--- src/rtl/data_memory_arbiter.sv ---
// data_memory_arbiter: two-port round-robin arbiter and sequencer in front of
// Data_Memory. Port 0 is the core load/store stage, port 1 the debug/loader.
// Each granted request is latched, driven for ACCESS_CYCLES cycles, then
// acknowledged with a one-cycle pulse on the owning port.
module data_memory_arbiter #(
  parameter int ADDR_WIDTH    = 64,
  parameter int DATA_WIDTH    = 64,
  parameter int ACCESS_CYCLES = 1
) (
  input  logic                  clk,
  input  logic                  reset,
  input  logic                  req0,
  input  logic                  req1,
  input  logic                  we0,
  input  logic                  we1,
  input  logic [ADDR_WIDTH-1:0] addr0,
  input  logic [ADDR_WIDTH-1:0] addr1,
  input  logic [DATA_WIDTH-1:0] wdata0,
  input  logic [DATA_WIDTH-1:0] wdata1,
  output logic                  ack0,
  output logic                  ack1,
  output logic [DATA_WIDTH-1:0] rdata0,
  output logic [DATA_WIDTH-1:0] rdata1,
  output logic [ADDR_WIDTH-1:0] Mem_Addr,
  output logic [DATA_WIDTH-1:0] Write_Data,
  output logic                  MemWrite,
  output logic                  MemRead,
  input  logic [DATA_WIDTH-1:0] Read_Data
);

  localparam logic [1:0] IDLE   = 2'd0;
  localparam logic [1:0] ACCESS = 2'd1;
  localparam logic [1:0] ACK    = 2'd2;

  // Counter only has to reach ACCESS_CYCLES-1, so it never wraps in an access.
  localparam int              CNT_W    = (ACCESS_CYCLES > 1) ? $clog2(ACCESS_CYCLES) : 1;
  localparam logic [CNT_W-1:0] CNT_LAST = CNT_W'(ACCESS_CYCLES - 1);

  logic [1:0]            state_r;
  logic [CNT_W-1:0]      cnt_r;
  logic                  gnt_r;
  logic                  last_grant_r;
  logic                  op_r;

  logic                  grant_valid_s;
  logic                  grant_port_s;
  logic [ADDR_WIDTH-1:0] sel_addr_s;
  logic [DATA_WIDTH-1:0] sel_wdata_s;
  logic                  sel_we_s;

  // Round-robin pick: a tie goes to the port that was not served last.
  always_comb begin
    grant_valid_s = 1'b0;
    grant_port_s  = 1'b0;
    if (req0 && req1) begin
      grant_valid_s = 1'b1;
      grant_port_s  = ~last_grant_r;
    end else if (req0) begin
      grant_valid_s = 1'b1;
      grant_port_s  = 1'b0;
    end else if (req1) begin
      grant_valid_s = 1'b1;
      grant_port_s  = 1'b1;
    end else begin
      grant_valid_s = 1'b0;
      grant_port_s  = 1'b0;
    end
  end

  // Request fields of the port about to be granted.
  always_comb begin
    sel_addr_s  = addr0;
    sel_wdata_s = wdata0;
    sel_we_s    = we0;
    if (grant_port_s) begin
      sel_addr_s  = addr1;
      sel_wdata_s = wdata1;
      sel_we_s    = we1;
    end else begin
      sel_addr_s  = addr0;
      sel_wdata_s = wdata0;
      sel_we_s    = we0;
    end
  end

  // Sequencer: IDLE grants and latches, ACCESS drives memory, ACK pulses.
  always_ff @(posedge clk or negedge reset) begin
    if (!reset) begin
      state_r      <= IDLE;
      cnt_r        <= '0;
      gnt_r        <= 1'b0;
      last_grant_r <= 1'b1;
      op_r         <= 1'b0;
      ack0         <= 1'b0;
      ack1         <= 1'b0;
      rdata0       <= '0;
      rdata1       <= '0;
      Mem_Addr     <= '0;
      Write_Data   <= '0;
      MemWrite     <= 1'b0;
      MemRead      <= 1'b0;
    end else begin
      case (state_r)
        IDLE: begin
          if (grant_valid_s) begin
            Mem_Addr     <= sel_addr_s;
            Write_Data   <= sel_wdata_s;
            op_r         <= sel_we_s;
            MemWrite     <= sel_we_s;
            MemRead      <= ~sel_we_s;
            gnt_r        <= grant_port_s;
            last_grant_r <= grant_port_s;
            cnt_r        <= '0;
            state_r      <= ACCESS;
          end else begin
            state_r      <= IDLE;
          end
        end
        ACCESS: begin
          if (cnt_r == CNT_LAST) begin
            // Writes leave the port's read data untouched.
            if (!op_r) begin
              if (gnt_r) begin
                rdata1 <= Read_Data;
              end else begin
                rdata0 <= Read_Data;
              end
            end
            MemRead  <= 1'b0;
            MemWrite <= 1'b0;
            ack0     <= ~gnt_r;
            ack1     <= gnt_r;
            state_r  <= ACK;
          end else begin
            cnt_r    <= cnt_r + 1'b1;
          end
        end
        ACK: begin
          ack0    <= 1'b0;
          ack1    <= 1'b0;
          state_r <= IDLE;
        end
        default: begin
          ack0     <= 1'b0;
          ack1     <= 1'b0;
          MemRead  <= 1'b0;
          MemWrite <= 1'b0;
          state_r  <= IDLE;
        end
      endcase
    end
  end

endmodule

--- config.mk ---
export PLATFORM = sky130hd
export DESIGN_NAME = data_memory_arbiter
export DESIGN_NICKNAME = d
export VERILOG_FILES = /design/src/rtl/data_memory_arbiter.sv
export SDC_FILE = /design/constraint.sdc
export NUM_CORES = 1
export LEC_CHECK = 0
export ABC_AREA = 1
export BUFFER_PORTS_ARGS = -buffer_cell sky130_fd_sc_hd__buf_2
export CELL_PAD_IN_SITES_DETAIL_PLACEMENT = 0
export CELL_PAD_IN_SITES_GLOBAL_PLACEMENT = 1
export CORE_AREA = 4 4 228 230
export CTS_BUF_LIST = sky130_fd_sc_hd__clkbuf_8
export CTS_CLUSTER_DIAMETER = 120
export DETAILED_ROUTE_END_ITERATION = 10
export DIE_AREA = 0 0 232 234
export GPL_TIMING_DRIVEN = 0
export PLACE_DENSITY = 0.72
export SLEW_MARGIN = 20
export SYNTH_ARGS = -nofsm -noshare
export SYNTH_HDL_FRONTEND = slang
export SYNTH_SLANG_ARGS = --single-unit
--- constraint.sdc ---
create_clock -name clk -period 2.2 [get_ports clk]
set_input_delay 0.22 -clock clk [delete_from_list [all_inputs] [get_ports clk]]
set_output_delay 0.22 -clock clk [all_outputs]
set_load 0.005 [all_outputs]
==> reports/summary.txt, run 1 <==
CTS root buf: clkbuf_8
Post-synth top cells: nand2_1 (655), dfrtp_1 (264), nand3_1 (264), inv_1 (260), nand4_1 (129)
Mux share of post-synthesis cell area: 0%
Cell variety after synth: 19
Die W: 232 um
First drt pass iteration count: 5
Post-CTS setup buffer count: 0
Syn avg cell area: 7.53 um^2
Worst hold slack: 0.229 ns
Clk slew on worst S/H paths: 0.06 ns
Synth Area in Compound Gates: 0.0778%
Core area: 0.0499 mm^2
Yosys top cell by area: dfrtp_1
Leakage power: 0.0121 uW
R2R Setup Slk: 0.17 ns
Pwr Density: 1210 mW/mm^2
Maximum vdd drop: 528 uV
Sequential share of power: 34.3%
First-pass GRT wire length: 87200 um
Fin. max-slew vios: 0
Simple-gate portion of the synthesized area: 36.0%
Cell row count: 82
Worst hold path type: input port to async pin
Setup ws final: 0.167 ns
Worst setup EP type: register
Placed Instances: 2967
Setup CP Type: register to register
Syn. warnings: 0
Clock latency on the worst-skew pair: 0.60 ns
Port Buffer Count: 584
Register-to-Register Path Depth: 7
# H-tree levels: 2
CTS sink cnt: 265
NumNets Final: 2998
Psw: 10600 uW
Final hold vios: 0
Total CTS buffers: 49
Die Area: 0.0543 mm^2
DRC viols: 0
Detailed router's first-iteration violation count: 843
Initial core utilization: 25.8%
Startpoint types: register
Syn Nets: 2034
Final period util: 92.4%
Via/cell ratio: 4.48
Comb pwr share: 44.4%
Slew headroom: 49.9%
Sequential area share after synthesis: 51.5%
CP startpoint: last_grant_r$_DFFE_PN1P_
Pre-CTS setup slack: 0.181 ns
Post-synth EDFFs: 0
Finished Core Util: 42.4%
Worst R2R End: Write_Data[0]$_DFFE_PN0P_
Layout cells sized above 1: 27.5%
Number of global-route vias before repair: 15821
Critical path required time: 2.70 ns
CTS tree: yes
Post-synthesis adder-cell area fraction: 0%
Largest net degree at the start of global routing: 89
Synth area leaders: dfrtp_1 (51%), nand2_1 (19%), nand3_1 (10%), inv_1 (7.6%), nand4_1 (6.3%)
Worst reg2reg startpoint: last_grant_r$_DFFE_PN1P_
# setup viols final: 0
Minimum clock period: 2.03 ns
F_max: 492 MHz
Crit-path max FO: 10
Syn-to-layout area delta: 64.2%
Most frequent cell after synthesis: nand2_1
Status: finished, final reports clean
Sw Ratio: 41.5%
Synthesized area: 0.0129 mm^2
Largest family of logic cells by synthesized area: simple AND/OR/NAND/NOR gates
Routed Antenna Nets: 0
Post-synthesis cell count: 1708
Die height: 234 um
Layout Cells excl Fill: 3387
Top_reg_cell synth: dfrtp_1
Max-Cap Viols: 0
Filler cells: 5150
DP HPWL: 42300 um
Worst Tran Pin Value: 0.751 ns
Wire per inst: 17.0 um
Worst Skew: 0.0230 ns
Synth top area share: 51.3%
Post-Synth XOR/XNOR Area: 0%
Internal: 14900 uW
Ports: 586
Placer Congestion: 0.912
WP data arrival: 2.53 ns
Total number of vias: 15187
Global Route Usage Sum: 20.2%
Antenna violations before repair: 3
Total gr overflow: 0
Total Routed Length: 57500 um
Clock power share: 21.3%
Clk buf depth: 3
RSZ-0062 raised after global routing: false
Post-synth ARST share: 100%
#FFs+latches synth: 265
==> through the flow <==
| step | total power (uW) | setup TNS, ns | cell area (um^2) |
|---|---|---|---|
| 6_report | 25500 | 0 | 21100 |
| 5_1_grt | 27400 | 0 | 21100 |
| 4_1_cts | 25800 | 0 | 21100 |
| 3_5_place_dp | 19600 | 0 | 16700 |
| 3_3_place_gp | 19300 | -1109.13 | 16600 |
| 2_1_floorplan | 14000 | 0 | 12900 |
==> power by group through the flow <==
stage,Clock (uW),Combinational (uW),Sequential [uW]
4_1_cts,5650,11400,8740
3_3_place_gp,0,10600,8720
5_1_grt,5850,12600,9000
3_5_place_dp,0,10800,8770
6_report,5440,11300,8750
2_1_floorplan,0,5130,8840
==> worst max path at each step <==
stage,slack [ns],cells past startpoint,endpoint
2_1_floorplan,0.87,7,Write_Data[27]$_DFFE_PN0P_
3_3_place_gp,-4.24,1,Mem_Addr[26]$_DFFE_PN0P_
3_5_place_dp,0.18,7,Mem_Addr[62]$_DFFE_PN0P_
4_1_cts,0.04,7,Write_Data[16]$_DFFE_PN0P_
5_1_grt,0.04,7,Write_Data[5]$_DFFE_PN0P_
6_report,0.17,7,Write_Data[0]$_DFFE_PN0P_
==> what timing repair did <==
action,in CTS,in global routing
hold buffers,326,0
resized for setup,0,2
hold endpoints to repair,455,0
endpoints found under the setup margin,0,7
==> cell usage in the layout, fill, tap and decap left out <==
cell type,synthesis,layout
o21ai_0,2,2
buf_6,1,1
inv_1,260,270
inv_6,0,1
clkbuf_2,0,1
clkbuf_1,47,46
buf_1,10,10
inv_8,0,1
clkbuf_8,2,69
nand4_1,129,129
buf_4,5,5
diode_2,0,4
nand2_1,655,655
dfrtp_1,264,264
dfstp_2,1,1
clkinv_2,0,7
nand3_2,2,2
buf_16,0,3
buf_2,58,642
nand3_1,264,264
inv_2,3,3
nor2_4,2,2
nor2_2,1,1
buf_8,1,2
dlygate4sd3_1,0,325
clkbuf_4,1,1
bufinv_16,0,4
==> final cells by class <==
class,instances,area (um^2),share of cell area [%]
flip-flops and latches,265,6630,31.4
repair buffers,913,6270,29.7
multi-input cells,1055,4650,22.0
inverters,263,987,4.67
clock buffers,67,922,4.36
well taps,672,841,3.98
plain buffers,125,604,2.86
clock inverters,23,213,1.01
diodes,4,10.0,0.0474
==> layer usage <==
metal	global-route usage [%]	up-vias	share of wire (%)
li1	-	7280	-
met1	24.5	7115	40
met2	34.8	632	48
met3	4.20	160	6.9
met4	8.87	0	4.4
met5	0	-	0
==> critical path, stage by stage (launching register included) <==
cell and delay [ns]:
dfstp_2 0.53, nand2_1 0.17, nand2_1 0.19, buf_2 0.25, nand2_1 0.08, nand3_1 0.08
dlygate4sd3_1 0.57, nand2_1 0.05
==> sequential cells by signal, indices dropped and copies added (netlist names) <==
register      flops
state_r           2
Mem_Addr         64
ack1              1
Write_Data       64
rdata1           64
op_r              1
rdata0           64
MemWrite          1
gnt_r             1
MemRead           1
last_grant_r      1
ack0              1
==> kinds of logic after synthesis <==
group / count (synthesis)
simple gates: 1053
buf+inv: 388
flops: 265
compound gates: 2
Note: power is estimated with default switching activity, not from simulation.
==> run 2, diff against run 1 <==
--- a/config.mk
+++ b/config.mk
@@ -10,7 +10,7 @@
 export CELL_PAD_IN_SITES_DETAIL_PLACEMENT = 0
 export CELL_PAD_IN_SITES_GLOBAL_PLACEMENT = 1
 export CORE_AREA = 4 4 228 230
-export CTS_BUF_LIST = sky130_fd_sc_hd__clkbuf_8
+export CTS_BUF_LIST = sky130_fd_sc_hd__clkbuf_4 sky130_fd_sc_hd__clkbuf_8
 export CTS_CLUSTER_DIAMETER = 120
 export DETAILED_ROUTE_END_ITERATION = 10
 export DIE_AREA = 0 0 232 234
==> run 2 against run 1 <==
Net effect:
- register-to-register slack about the same
- sequential power about the same
- worst setup slack better by 0.0012 ns
- critical path type unchanged
- fmax about the same
- first-iteration DRC count up 11%
- clock-buffer cell count up 10
- clock power up 3%
- sequential share of layout area down 0.056 points
- highest routed layer unchanged
- global-route usage about the same
- die area unchanged
- largest power group unchanged
==> reports/summary.txt, run 2 (synthesis gave the netlist of run 1 again) <==
Max-Cap Viols: 0 (unchanged)
Commonest non-fill, non-tap cell in the layout: nand2_1 (unchanged)
Register-to-Register Path Depth: 7 (unchanged)
Cell row count: 82 (unchanged)
Total CTS buffers: 49 (unchanged)
CTS sink cnt: 265 (unchanged)
Total Routed Length: 57400 um (was 57500 um)
RSZ-0062 raised after global routing: false (unchanged)
Die W: 232 um (unchanged)
Worst hold slack: 0.229 ns (about the same)
Die height: 234 um (unchanged)
Most Frequent Cell on Critical Path: nand2_1 (unchanged)
# H-tree levels: 2 (unchanged)
DRC viols: 0 (unchanged)
Minimum clock period: 2.03 ns (about the same)
Layout Cells excl Fill: 3387 (unchanged)
Number of global-route vias before repair: 15825 (was 15821)
Antenna violations before repair: 3 (unchanged)
Status: finished, final reports clean (unchanged)
Slowest cell on crit path: dlygate4sd3_1 (unchanged)
Initial core utilization: 25.8% (unchanged)
Die Area: 0.0543 mm^2 (unchanged)
Via/cell ratio: 4.49 (was 4.48)
Crit path cell chain: nand2_1, nand2_1, buf_2, nand2_1, nand3_1, dlygate4sd3_1, nand2_1 (unchanged)
Clock power share: 21.9% (was 21.3%)
Syn-to-layout area delta: 64.5% (was 64.2%)
Clock latency on the worst-skew pair: 0.60 ns (about the same)
Comb pwr share: 44.1% (was 44.4%)
DP HPWL: 42300 um (unchanged)
Global Route Usage Sum: 20.2% (about the same)
Placer Congestion: 0.912 (unchanged)
CTS tree: yes (unchanged)
Fin Setup TNS: 0 ns (unchanged)
Leakage power: 0.0121 uW (about the same)
NumNets Final: 2998 (unchanged)
F_max: 492 MHz (about the same)
Startpoint types: register (unchanged)
Largest net degree at the start of global routing: 89 (unchanged)
Routed Antenna Nets: 0 (unchanged)
First-pass GRT wire length: 87200 um (about the same)
Clk buf depth: 3 (unchanged)
Layout cells sized above 1: 27.9% (was 27.5%)
Critical path's top delay family: buffers and inverters (unchanged)
Ports: 586 (unchanged)
Fin. max-slew vios: 0 (unchanged)
Worst Skew: 0.0219 ns (was 0.0230 ns)
Wire per inst: 17.0 um (about the same)
Worst hold path type: input port to async pin (unchanged)
Critical path required time: 2.70 ns (about the same)
Final hold vios: 0 (unchanged)
Crit-path max FO: 10 (unchanged)
Worst setup EP type: register (unchanged)
CTS root buf: clkbuf_8 (unchanged)
Most frequent cells in the layout: nand2_1 (655), buf_2 (642), dlygate4sd3_1 (325), dfrtp_1 (264), nand3_1 (264) (was nand2_1 (655), buf_2 (642), dlygate4sd3_1 (325), inv_1 (270))
Crit path largest cell delay: 0.57 ns (about the same)
Sw Ratio: 41.2% (was 41.5%)
Total number of vias: 15203 (was 15187)
# setup viols final: 0 (unchanged)
Worst Tran Pin Value: 0.739 ns (was 0.751 ns)
Setup CP Type: register to register (unchanged)
Total gr overflow: 0 (unchanged)
WP data arrival: 2.53 ns (about the same)
Sequential share of power: 34.1% (was 34.3%)
Port Buffer Count: 584 (unchanged)
Maximum vdd drop: 535 uV (was 528 uV)
Placed Instances: 2967 (unchanged)
Detailed router's first-iteration violation count: 935 (was 843)
WP depth: 7 (unchanged)
Psw: 10600 uW (about the same)
Post-CTS setup buffer count: 0 (unchanged)
Filler cells: 5141 (was 5150)
Slew headroom: 50.8% (was 49.9%)
Core area: 0.0499 mm^2 (unchanged)
Pwr Density: 1210 mW/mm^2 (about the same)
Buffer and inverter count on the worst path: 2 (unchanged)
First drt pass iteration count: 6 (was 5)
Clk slew on worst S/H paths: 0.06 ns (about the same)
Internal: 15100 uW (was 14900 uW)
Final period util: 92.4% (about the same)
-- run 2: cell types whose count changed in the layout (fill, tap and decap cells not counted) --
cell	change
clkbuf_4	+10
inv_1	-10
-- run 2: power by group through the flow --
stage | logic (uW) | registers, uW | clock network (uW)
2_1_floorplan | 5130 | 8840 | 0
3_3_place_gp | 10600 | 8720 | 0
3_5_place_dp | 10800 | 8770 | 0
4_1_cts | 11400 | 8740 | 5810
5_1_grt | 12600 | 9000 | 6020
6_report | 11300 | 8750 | 5610
-- run 2: worst register-to-register path: cells and delay by family (launching register included) --
kind	cells	cell delay [ns]
buffers and inverters	2	0.82
flip-flops	1	0.53
AND/OR/NAND/NOR	5	0.58
-- run 2: stage by stage --
step	utilization [%]	power, uW	worst slack [ns]	area (um^2)
5_1_grt	42.4	27600	0.0401	21200
6_report	42.4	25700	0.168	21200
3_3_place_gp	33.4	19300	-4.24	16600
4_1_cts	42.4	25900	0.0365	21200
2_1_floorplan	-	14000	0.873	12900
3_5_place_dp	33.5	19600	0.181	16700
-- run 2: routing by layer --
metal / global-route usage [%] / vias to the layer above / part of all wire [%]
li1: - / 7284 / -
met1: 24.5 / 7135 / 41
met2: 34.8 / 614 / 48
met3: 4.20 / 170 / 6.6
met4: 8.99 / 0 / 4.6
met5: 0 / - / 0
-- run 2: final timing paths --
check	startpoint	slack, ns	endpoint
worst min register to register	rdata1[2]$_DFFE_PN0P_	0.46	rdata1[2]$_DFFE_PN0P_
worst max-delay path	last_grant_r$_DFFE_PN1P_	0.17	Write_Data[0]$_DFFE_PN0P_
max in group asynchronous	reset	1.16	Mem_Addr[26]$_DFFE_PN0P_
min in group clk	req1	0.36	state_r[0]$_DFF_PN0_
worst min-delay path	reset	0.23	ack1$_DFFE_PN0P_
worst max register to register	last_grant_r$_DFFE_PN1P_	0.17	Write_Data[0]$_DFFE_PN0P_
-- run 2: layout make-up --
cell class	instances	area (um^2)	area share [%]
clock inverters	13	175	0.828
multi-input cells	1055	4650	21.9
diodes	4	10.0	0.0473
clock buffers	77	997	4.71
flip-flops and latches	265	6630	31.3
well taps	672	841	3.97
repair buffers	913	6270	29.6
plain buffers	125	604	2.86
inverters	263	987	4.66
-- run 2: what timing repair did --
action,CTS,global route
endpoints found under the hold margin,455,0
setup endpoints to repair,0,7
gates resized for setup,0,2
hold buffers,326,0
==> run 3, diff against run 2 <==
--- a/config.mk
+++ b/config.mk
@@ -9,13 +9,13 @@
 export BUFFER_PORTS_ARGS = -buffer_cell sky130_fd_sc_hd__buf_2
 export CELL_PAD_IN_SITES_DETAIL_PLACEMENT = 0
 export CELL_PAD_IN_SITES_GLOBAL_PLACEMENT = 1
-export CORE_AREA = 4 4 228 230
+export CORE_AREA = 2 2 229 231
 export CTS_BUF_LIST = sky130_fd_sc_hd__clkbuf_4 sky130_fd_sc_hd__clkbuf_8
 export CTS_CLUSTER_DIAMETER = 120
 export DETAILED_ROUTE_END_ITERATION = 10
-export DIE_AREA = 0 0 232 234
+export DIE_AREA = 0 0 231 233
 export GPL_TIMING_DRIVEN = 0
-export PLACE_DENSITY = 0.72
+export PLACE_DENSITY = 0.7
 export SLEW_MARGIN = 20
 export SYNTH_ARGS = -nofsm -noshare
 export SYNTH_HDL_FRONTEND = slang
==> run 3 against run 2 <==
Net effect:
- first-iteration DRC count is 9.9% lower
- sequential power hardly changed
- fmax is 1.6% lower
- clock skew is 0.0075 ns higher
- hold slack worse by 0.16 ns
- die area is 0.86% lower
- utilization is 0.98 points lower
- cell count is 0.47% higher
- global-route usage is 0.62 points higher
- worst setup slack worse by 0.034 ns
- routed wire length is 0.24% lower
- sequential share of layout area hardly changed
- critical endpoint is now Write_Data[4]$_DFFE_PN0P_
- highest routed layer unchanged
==> reports/summary.txt, run 3 (synthesis gave the netlist of run 1 again) <==
Max-Cap Viols: 0 (unchanged)
NumNets Final: 3001 (was 2998)
Die W: 231 um (was 232 um)
Routed wl met3: 3950 um (was 3810 um)
Met2 wire length: 27500 um (was 27700 um)
Overall power: 25700 uW (about the same)
Pwr Density: 1210 mW/mm^2 (about the same)
Clock latency on the worst-skew pair: 0.62 ns (was 0.60 ns)
Placed Instances: 2975 (was 2967)
Via/cell ratio: 4.51 (was 4.49)
Startpoint types: register (unchanged)
Die height: 233 um (was 234 um)
Met1 WL: 23000 um (was 23300 um)
Cell row count: 83 (was 82)
Syn-to-layout area delta: 64.6% (was 64.5%)
Top sig layer: met4 (unchanged)
Ports: 586 (unchanged)
Routed Antenna Nets: 0 (unchanged)
First-pass GRT wire length: 87800 um (was 87200 um)
Pre-CTS setup slack: 0.171 ns (was 0.181 ns)
Clk buf depth: 3 (unchanged)
Number of global-route vias before repair: 15949 (was 15825)
Total gr overflow: 0 (unchanged)
Worst Tran Pin Value: 0.733 ns (was 0.739 ns)
Final period util: 93.9% (was 92.4%)
Die Area: 0.0538 mm^2 (was 0.0543 mm^2)
Worst hold path type: input port to async pin (unchanged)
DRC viols: 0 (unchanged)
Most frequent cells in the layout: nand2_1 (655), buf_2 (641), dlygate4sd3_1 (325), dfrtp_1 (264), nand3_1 (264) (was nand2_1 (655), buf_2 (642), dlygate4sd3_1 (325), dfrtp_1 (264), nand3_1 (264))
CTS tree: yes (unchanged)
CTS sink cnt: 265 (unchanged)
Total Routed Length: 57300 um (was 57400 um)
Setup CP Type: register to register (unchanged)
WP data arrival: 2.58 ns (was 2.53 ns)
Core area: 0.0511 mm^2 (was 0.0499 mm^2)
Wire per inst: 16.8 um (was 17.0 um)
Commonest non-fill, non-tap cell in the layout: nand2_1 (unchanged)
Setup ws final: 0.134 ns (was 0.168 ns)
Layout cells sized above 1: 28.0% (was 27.9%)
# setup viols final: 0 (unchanged)
Minimum clock period: 2.07 ns (was 2.03 ns)
Fin. max-slew vios: 0 (unchanged)
RSZ-0062 raised after global routing: false (unchanged)
Leakage power: 0.0121 uW (about the same)
Antenna violations before repair: 3 (unchanged)
Status: finished, final reports clean (unchanged)
Total number of vias: 15348 (was 15203)
DP HPWL: 41500 um (was 42300 um)
Critical path required time: 2.72 ns (was 2.70 ns)
Worst setup EP type: register (unchanged)
R2R Setup Slk: 0.13 ns (was 0.17 ns)
Total CTS buffers: 53 (was 49)
Worst hold slack: 0.0643 ns (was 0.229 ns)
Slew headroom: 51.1% (was 50.8%)
Crit-path max FO: 10 (unchanged)
Initial core utilization: 25.2% (was 25.8%)
Layout Cells excl Fill: 3403 (was 3387)
Maximum vdd drop: 500 uV (was 535 uV)
First drt pass iteration count: 5 (was 6)
Detailed router's first-iteration violation count: 842 (was 935)
Clk slew on worst S/H paths: 0.06 ns (about the same)
Filler cells: 5266 (was 5141)
F_max: 484 MHz (was 492 MHz)
Finished Core Util: 41.5% (was 42.4%)
Global Route Usage Sum: 20.8% (was 20.2%)
Final hold vios: 0 (unchanged)
Largest net degree at the start of global routing: 88 (was 89)
Port Buffer Count: 584 (unchanged)
Worst Skew: 0.0294 ns (was 0.0219 ns)
Placer Congestion: 0.921 (was 0.912)
CTS root buf: clkbuf_8 (unchanged)
# H-tree levels: 2 (unchanged)
-- run 3: path summary, 6_finish.rpt --
kind / from / to / cells after the start
max: last_grant_r$_DFFE_PN1P_ / Write_Data[4]$_DFFE_PN0P_ / 7
min: reset / rdata1[56]$_DFFE_PN0P_ / 2
max reg2reg: last_grant_r$_DFFE_PN1P_ / Write_Data[4]$_DFFE_PN0P_ / 7
min reg2reg: rdata0[22]$_DFFE_PN0P_ / rdata0[22]$_DFFE_PN0P_ / 2
max in group asynchronous: reset / Write_Data[27]$_DFFE_PN0P_ / 4
min in group clk: req1 / state_r[0]$_DFF_PN0_ / 4
-- run 3: cell type report --
| type | count | area, um^2 | share of cell area [%] |
|---|---|---|---|
| Clock buffer | 81 | 1010 | 4.79 |
| Multi-Input combinational cell | 1055 | 4650 | 21.9 |
| Buffer | 125 | 603 | 2.85 |
| Timing Repair Buffer | 912 | 6270 | 29.6 |
| Antenna cell | 5 | 12.5 | 0.0591 |
| Tap cell | 680 | 851 | 4.02 |
| Inverter | 263 | 987 | 4.66 |
| Sequential cell | 265 | 6630 | 31.3 |
| Clock inverter | 17 | 173 | 0.815 |
-- run 3: power by group --
part	internal [uW]	switching [uW]
sequential	7350	1400
clock	3310	2370
combinational	4340	6940
total	15000	10700
-- run 3: what timing repair did --
item | CTS | global route
buffers inserted | 0 | 0
hold buffers | 325 | 0
resized for setup | 0 | 0
endpoints found under the hold margin | 437 | 0
-- run 3: through the flow --
stage / area (um^2) / setup TNS (ns)
floorplan: 12900 / 0
global placement: 16600 / -1161.68
detailed placement: 16700 / 0
CTS: 21200 / 0
global route: 21200 / 0
finish: 21200 / 0
-- run 3: critical path: stages, from the launching register on --
cell           delay, ns
dfstp_2             0.55
nand2_1             0.17
nand2_1             0.19
buf_2               0.26
nand2_1             0.09
nand3_1             0.07
dlygate4sd3_1       0.56
nand2_1             0.06
-- run 3: metal layers --
metal	up-vias	track usage (%)
met4	0	11.1
met1	7269	24.9
li1	7286	-
met2	620	34.8
met3	173	4.64
met5	-	0
